File: src/rtl/hc595_shifter.sv
// Serializer for a cascade of 74HC595 shift registers: one frame per valid/ready handshake, shifted on ds/shcp, latched by stcp.
// Optional HC595_BRIGHTNESS_EN adds a brightness[3:0] input and PWM dimming on oe.
module hc595_shifter #(
    parameter int WIDTH     = 16,
    parameter int CLK_DIV   = 2,
    parameter bit MSB_FIRST = 1'b1
) (
    input  logic             clk,
    input  logic             rst,
    input  logic [WIDTH-1:0] data_in,
`ifdef HC595_BRIGHTNESS_EN
    input  logic [3:0]       brightness,
`endif
    input  logic             valid,
    output logic             ready,
    output logic             shcp,
    output logic             stcp,
    output logic             ds,
    output logic             oe
);

    // state | meaning
    // IDLE  | ready=1, waiting for a frame
    // SHIFT | presenting bit k on ds, shcp low then high for CLK_DIV cycles each
    // LATCH | stcp high for CLK_DIV cycles, then back to IDLE
    typedef enum logic [1:0] {IDLE, SHIFT, LATCH} state_t;

    localparam int BIT_W = $clog2(WIDTH);
    localparam int DIV_W = $clog2(CLK_DIV) + 1;

    state_t           state;
    logic [WIDTH-1:0] sreg;
    logic [BIT_W-1:0] bit_cnt;
    logic [DIV_W-1:0] div_cnt;
    logic             latched;
    logic             div_done;
    logic             latch_done;
    logic             show;
`ifdef HC595_BRIGHTNESS_EN
    logic [3:0]       pwm_cnt;
`endif

    always_comb begin
        div_done   = (div_cnt == DIV_W'(CLK_DIV - 1));
        latch_done = (state == LATCH) && div_done;
        // the display is enabled from the cycle the first stcp pulse ends
        show       = latched || latch_done;
    end

    always_ff @(posedge clk or negedge rst) begin
        if (!rst) begin
            state   <= IDLE;
            sreg    <= '0;
            bit_cnt <= '0;
            div_cnt <= '0;
            latched <= 1'b0;
            ready   <= 1'b1;
            shcp    <= 1'b0;
            stcp    <= 1'b0;
            ds      <= 1'b0;
            oe      <= 1'b1;
`ifdef HC595_BRIGHTNESS_EN
            pwm_cnt <= '0;
`endif
        end else begin
            case (state)
                IDLE: begin
                    if (valid) begin
                        state   <= SHIFT;
                        ready   <= 1'b0;
                        sreg    <= data_in;
                        ds      <= MSB_FIRST ? data_in[WIDTH-1] : data_in[0];
                        shcp    <= 1'b0;
                        bit_cnt <= '0;
                        div_cnt <= '0;
                    end
                end
                SHIFT: begin
                    if (div_done) begin
                        div_cnt <= '0;
                        if (!shcp) begin
                            shcp <= 1'b1;
                        end else if (bit_cnt == BIT_W'(WIDTH - 1)) begin
                            state <= LATCH;
                            shcp  <= 1'b0;
                            stcp  <= 1'b1;
                            ds    <= 1'b0;
                        end else begin
                            shcp    <= 1'b0;
                            bit_cnt <= bit_cnt + 1'b1;
                            ds      <= MSB_FIRST ? sreg[WIDTH-2] : sreg[1];
                            sreg    <= MSB_FIRST ? {sreg[WIDTH-2:0], 1'b0}
                                                 : {1'b0, sreg[WIDTH-1:1]};
                        end
                    end else begin
                        div_cnt <= div_cnt + 1'b1;
                    end
                end
                LATCH: begin
                    if (div_done) begin
                        div_cnt <= '0;
                        state   <= IDLE;
                        stcp    <= 1'b0;
                        ready   <= 1'b1;
                        latched <= 1'b1;
                    end else begin
                        div_cnt <= div_cnt + 1'b1;
                    end
                end
                default: begin
                    state   <= IDLE;
                    ready   <= 1'b1;
                    shcp    <= 1'b0;
                    stcp    <= 1'b0;
                    ds      <= 1'b0;
                    div_cnt <= '0;
                end
            endcase

`ifdef HC595_BRIGHTNESS_EN
            pwm_cnt <= pwm_cnt + 1'b1;
            oe      <= show ? ~(pwm_cnt < brightness) : 1'b1;
`else
            oe      <= ~show;
`endif
        end
    end

endmodule

File: config.mk
export PLATFORM = sky130hd
export DESIGN_NAME = hc595_shifter
export DESIGN_NICKNAME = d
export VERILOG_FILES = /design/src/rtl/hc595_shifter.sv
export SDC_FILE = /design/constraint.sdc
export NUM_CORES = 1
export LEC_CHECK = 0
export BUFFER_PORTS_ARGS = -buffer_cell sky130_fd_sc_hd__buf_2
export CELL_PAD_IN_SITES_DETAIL_PLACEMENT = 0
export CELL_PAD_IN_SITES_GLOBAL_PLACEMENT = 1
export CORE_MARGIN = 8
export CORE_UTILIZATION = 35
export CTS_BUF_LIST = sky130_fd_sc_hd__clkbuf_4 sky130_fd_sc_hd__clkbuf_8
export CTS_CLUSTER_DIAMETER = 150
export DETAILED_ROUTE_END_ITERATION = 10
export PLACE_DENSITY = 0.66
export SYNTH_ARGS = -nofsm -noshare
export SYNTH_HDL_FRONTEND = slang
export SYNTH_SLANG_ARGS = --single-unit
File: constraint.sdc
create_clock -name clk -period 1.85 [get_ports clk]
set_input_delay 0 -clock clk [delete_from_list [all_inputs] [get_ports clk]]
set_output_delay 0 -clock clk [all_outputs]
set_load 0.01 [all_outputs]
-- Yosys cells after proc, flatten, opt, wreduce, memory -nomap -nowiden
Cells that the tools add are included.
- bits in registers: 29
- input bits: 19
- output and inout bits: 5
- logic and storage cells: 73
- add/subtract/negate cells: 2
- equal/unequal tests: 10
- muxes and demuxes: 35
- bitwise operators: 4
- reductions and logical operators: 12
- operators with widths (operator ; number):
    15-bit two-way mux ; 4
    15-bit case mux with 2 select lines ; 1
    4-bit two-way mux ; 4
    5-bit AND reduction ; 3
    2-bit two-way mux ; 7
    1-bit two-way mux ; 12
    2-bit != test, second input constant ; 6
    1-bit case mux with 3 select lines ; 4
    4-bit case mux with 2 select lines ; 1
    2-bit case mux with 3 select lines ; 1
    3-bit AND reduction ; 2
    4-bit by 1-bit adder with 4-bit output, second input constant ; 1
    2-bit by 1-bit equality test with 1-bit output, second input constant ; 2
    4-bit equality test, second input constant ; 1
    1-bit inverter ; 4
    2-bit case mux with 2 select lines ; 1
    4-bit AND reduction ; 1
    2-bit by 1-bit adder with 2-bit output, second input constant ; 1
    2-bit equality test, second input constant ; 1
    2-bit zero test ; 1
    2-bit AND reduction ; 1
    2-bit nonzero test ; 1
    2-bit OR reduction ; 1
    1-bit logical AND ; 1
    1-bit logical OR ; 1

-- Logic depth before layout (Yosys ltp)
- word-level depth: 5
- gate-level depth with buffers: 9
- depth with buffers taken out: 6

-- Least setup slack after synthesis
OpenSTA, ideal clock, no wires.
- path type: register -> register
- start point: reg state[1]
- end point: reg shcp
- data arrival time: 1.451 ns
- path slack: 0.271 ns
- cell stages (with the launch flop): 8
- path buffers: 1
- period minus slack after synthesis: 1.579 ns
- cells stage by stage: dfrtp_1 inv_1 ha_1 inv_1 o21ai_2 buf_4 nor2_1 mux2_1
- cells in the longest elaborated chain, start to end: 3
- RTL lines (item ; RTL line ; text):
    from (decl) ; 31 ; state_t state;
    from (signal assigned) ; 52 ; state <= IDLE;
    from (signal assigned) ; 69 ; state <= SHIFT;
    from (signal assigned) ; 84 ; state <= LATCH;
    2-bit by 1-bit equality test with 1-bit output (tied with other cells) ; 66 ; case (state)
    2-bit != test (no source line) / 1-bit inverter (equally long branches) ; n/a ;
    3-bit AND reduction (no source line) ; n/a ;
    to (signal assigned) ; 73 ; shcp <= 1'b0;
    to (signal assigned) ; 82 ; shcp <= 1'b1;
    to (signal assigned) ; 85 ; shcp <= 1'b0;
    to (decl) ; 16 ; output logic shcp,
Parallel ways exist; a longest one is shown, timed or not.
A chain may end at the register's enable or synchronous reset.

-- Final worst setup path
- start point: reg state[1]
- end point: reg bit_cnt[3]
- cells in the longest elaborated chain, start to end: 3
- RTL lines (item ; RTL line ; text):
    2-bit by 1-bit equality test with 1-bit output / 2-bit zero test (equally long branches) ; 66 ;
    2-bit != test (no source line) / 2-bit nonzero test (equally long branches) ; n/a ;
    5-bit AND reduction (no source line) ; n/a ;
    to (signal assigned) ; 90 ; bit_cnt <= bit_cnt + 1'b1;
    to (decl) ; 33 ; logic [BIT_W-1:0] bit_cnt;
Parallel ways exist; a longest one is shown, timed or not.

==> impl_metrics.ini <==
[cts]
clockBufferDepth = 2
h-tree-depth = 2
path_clk_slew_ns = 0.06
clock_latency_ns = 0.28
cts_made_buffers = 5
cts_tree = built
cts_sinks = 29
root_buffer = clkbuf_8

[synth]
synth_nets = 165
synthTopCellsByArea = dfrtp_1, mux2i_1, o21ai_0
syn_area_per_cell_sq_um = 10.57
yosysTopAreaCell = dfrtp_1
synthArstFlopShare_pct = 100.0
synth_cells = 141
yosys.cell_types.count = 36
synthFlopType = dfrtp_1
synth_seq_area_share_pct = 48.87
yosys_warnings = 0
yosys_register_bits = 29
syn-cell-area_sq_um = 1490
synth-edff-count = 0
synth.top_cell.area_share_pct = 45.34

[sta]
worst_pin_slew_ns = 0.6487
rsz0062_at_grt = false
hold_viol = 0
max_freq_mhz = 589.3
fin_crit_sh_pct = 91.72
whs_ns = 0.007227
setup_viol = 0
relSlewSlack_pct = 56.75
finalCriticalPeriod_ns = 1.697
clock_skew_ns = 0.003879
timing.setup.tns_ns = 0
final_max_slew_viol_count = 0

[pwr]
p_leak_nw = 0.8309
peakVddDrop_mv = 0.9396
power.density_cell_area_nw_per_um2 = 1848

[floorplanning]
core_sq_um = 4058
floorplan.initialDensity_pct = 36.73
die_area_sq_um = 6602
rows = 23
pin_count = 24
die_x_um = 81.25
dieHeight_um = 81.25

[worst_setup_path]
worstPathCellList = inv_1 > ha_2 > inv_1 > o21ai_2 > buf_4 > o21ai_0 > o311ai_2
cp_slowest_stage_delay_ns = 0.39
critPathSlowestCell = dfrtp_1
worstPathArrival_ns = 1.88
critPathLaunchType = register
critPathBufInv = 3
crit_family = buffers and inverters
critPathMaxFanout = 19
worstSetupEndpointType = register
cp_common_cell = inv_1
critPathRequiredTime_ns = 2.03
critPathKind = reg -> reg

[drt]
wire_per_inst_um = 15.36
vias = 1181
vias_per_cell = 5.272
drc_errors = 0
dr.pass1.iters = 4
drtAntennaViolNets = 0
dr.first_iter.drc_count = 117
wirelength_um = 3440

[layout]
final_nets = 197
fillers = 404
final_common_cell = dfrtp_1
antennaDiodeCount = 0
layout-drive-gt1-share_pct = 28.74
layout_common_cells = dfrtp_1, o21ai_0, buf_2, mux2i_1, o21ai_1
area_growth_pct = 20.74

[global_routing]
grt_usage_pct = 11.76
grt_pass1_vias = 1287
grt_pass1_wl_um = 6003
antenna_found_initial = 0
overflow = 0
grt_max_degree = 30

[run_status]
status = completed

[placement]
gp_congestion = 0.7598
hpwl_um = 2468
port-buffer-count = 23

[flow_run]
maxCapViolCount = 0

[hold_path]
min_path_type = in -> reg
-- routing by layer --
| metal | part of all wire [%] | global-route usage, % |
|---|---|---|
| met1 | 47 | 15.25 |
| met2 | 48 | 17.48 |
| met3 | 3.7 | 4.305 |
| met4 | 1.1 | 4.286 |
| met5 | 0 | 0 |
-- Yosys cell counts (all sizes together), types with 2 or more instances --
cell,n
o21ai,38
dfrtp,27
mux2i,16
inv,7
nand2,6
buf,5
ha,5
clkbuf,4
a21oi,3
mux2,3
nand3,3
nor2,3
dfstp,2
nand2b,2
nand3b,2
nand4,2
or2b,2
-- logic make-up (layout without fill, tap and decap cells) --
kind of cell | Yosys count | count (layout) | share of synthesized area (%)
buffers and inverters | 16 | 49 | 5.625
AND/OR/NAND/NOR | 23 | 23 | 8.815
flip-flops | 29 | 29 | 48.87
multiplexers | 19 | 19 | 13.01
AO/OA/AOI/OAI | 49 | 49 | 19.48
adder cells (fa/ha/maj) | 5 | 5 | 4.198
-- worst paths after layout --
path,startpoint,endpoint,cells past startpoint,slack (ns)
worst max-delay path,state[1]$_DFFE_PN0P_,bit_cnt[3]$_DFFE_PN0P_,7,0.15
worst min-delay path,data_in[5],sreg[5]$_DFFE_PN0P_,3,0.007
worst max register to register,state[1]$_DFFE_PN0P_,bit_cnt[3]$_DFFE_PN0P_,7,0.15
worst min register to register,latched$_DFFE_PN0P_,latched$_DFFE_PN0P_,1,0.45
max in group asynchronous,rst,sreg[7]$_DFFE_PN0P_,2,1.14
min in group asynchronous,rst,sreg[12]$_DFFE_PN0P_,2,0.28
-- report_power, final --
part	total (mW)	internal, mW	switching [mW]
sequential	1.10	0.930	0.168
combinational	1.72	0.733	0.982
clock	0.513	0.275	0.238
-- worst register-to-register path: cells and delay by family (launching register included) --
family / cells / cell delay [ns]
buf+inv: 3 / 0.48
flops: 1 / 0.39
fa+ha+maj: 1 / 0.27
compound gates: 3 / 0.46
-- layout make-up --
cell class / count / area, sq um / share of cell area [%]
clock inverters: 2 / 10.01 / 0.5563
clock buffers: 6 / 76.32 / 4.242
inverters: 7 / 26.28 / 1.460
multi-input cells: 96 / 685.7 / 38.11
flip-flops and latches: 29 / 728.2 / 40.47
well taps: 50 / 62.56 / 3.477
repair buffers: 34 / 210.2 / 11.68
-- metrics by stage --
stage	setup slack [ns]	power [mW]	instance area (sq um)	utilization, %	std cells
after floorplan	0.2715	2.349	1490	-	141
after global placement	0.1669	2.698	1655	40.80	211
after detailed placement	0.04645	2.783	1655	40.80	211
after CTS	0.02939	3.314	1792	44.16	224
after global routing	0.02956	3.616	1799	44.34	224
final	0.1531	3.326	1799	44.34	224
-- registers in the layout (all words and copies together) (netlist names) --
signal   flops
shcp         1
stcp         1
ds           1
bit_cnt      4
state        2
div_cnt      2
ready        1
latched      1
sreg        15
oe           1
-- repair_timing --
action                                  4_1_cts  5_1_grt
endpoints found under the hold margin        31        0
buffers inserted                              0        0
endpoints found under the setup margin        0       15
hold buffers                                  5        0
resized for setup                             0        4
Note: power is estimated with default switching activity, not from simulation.
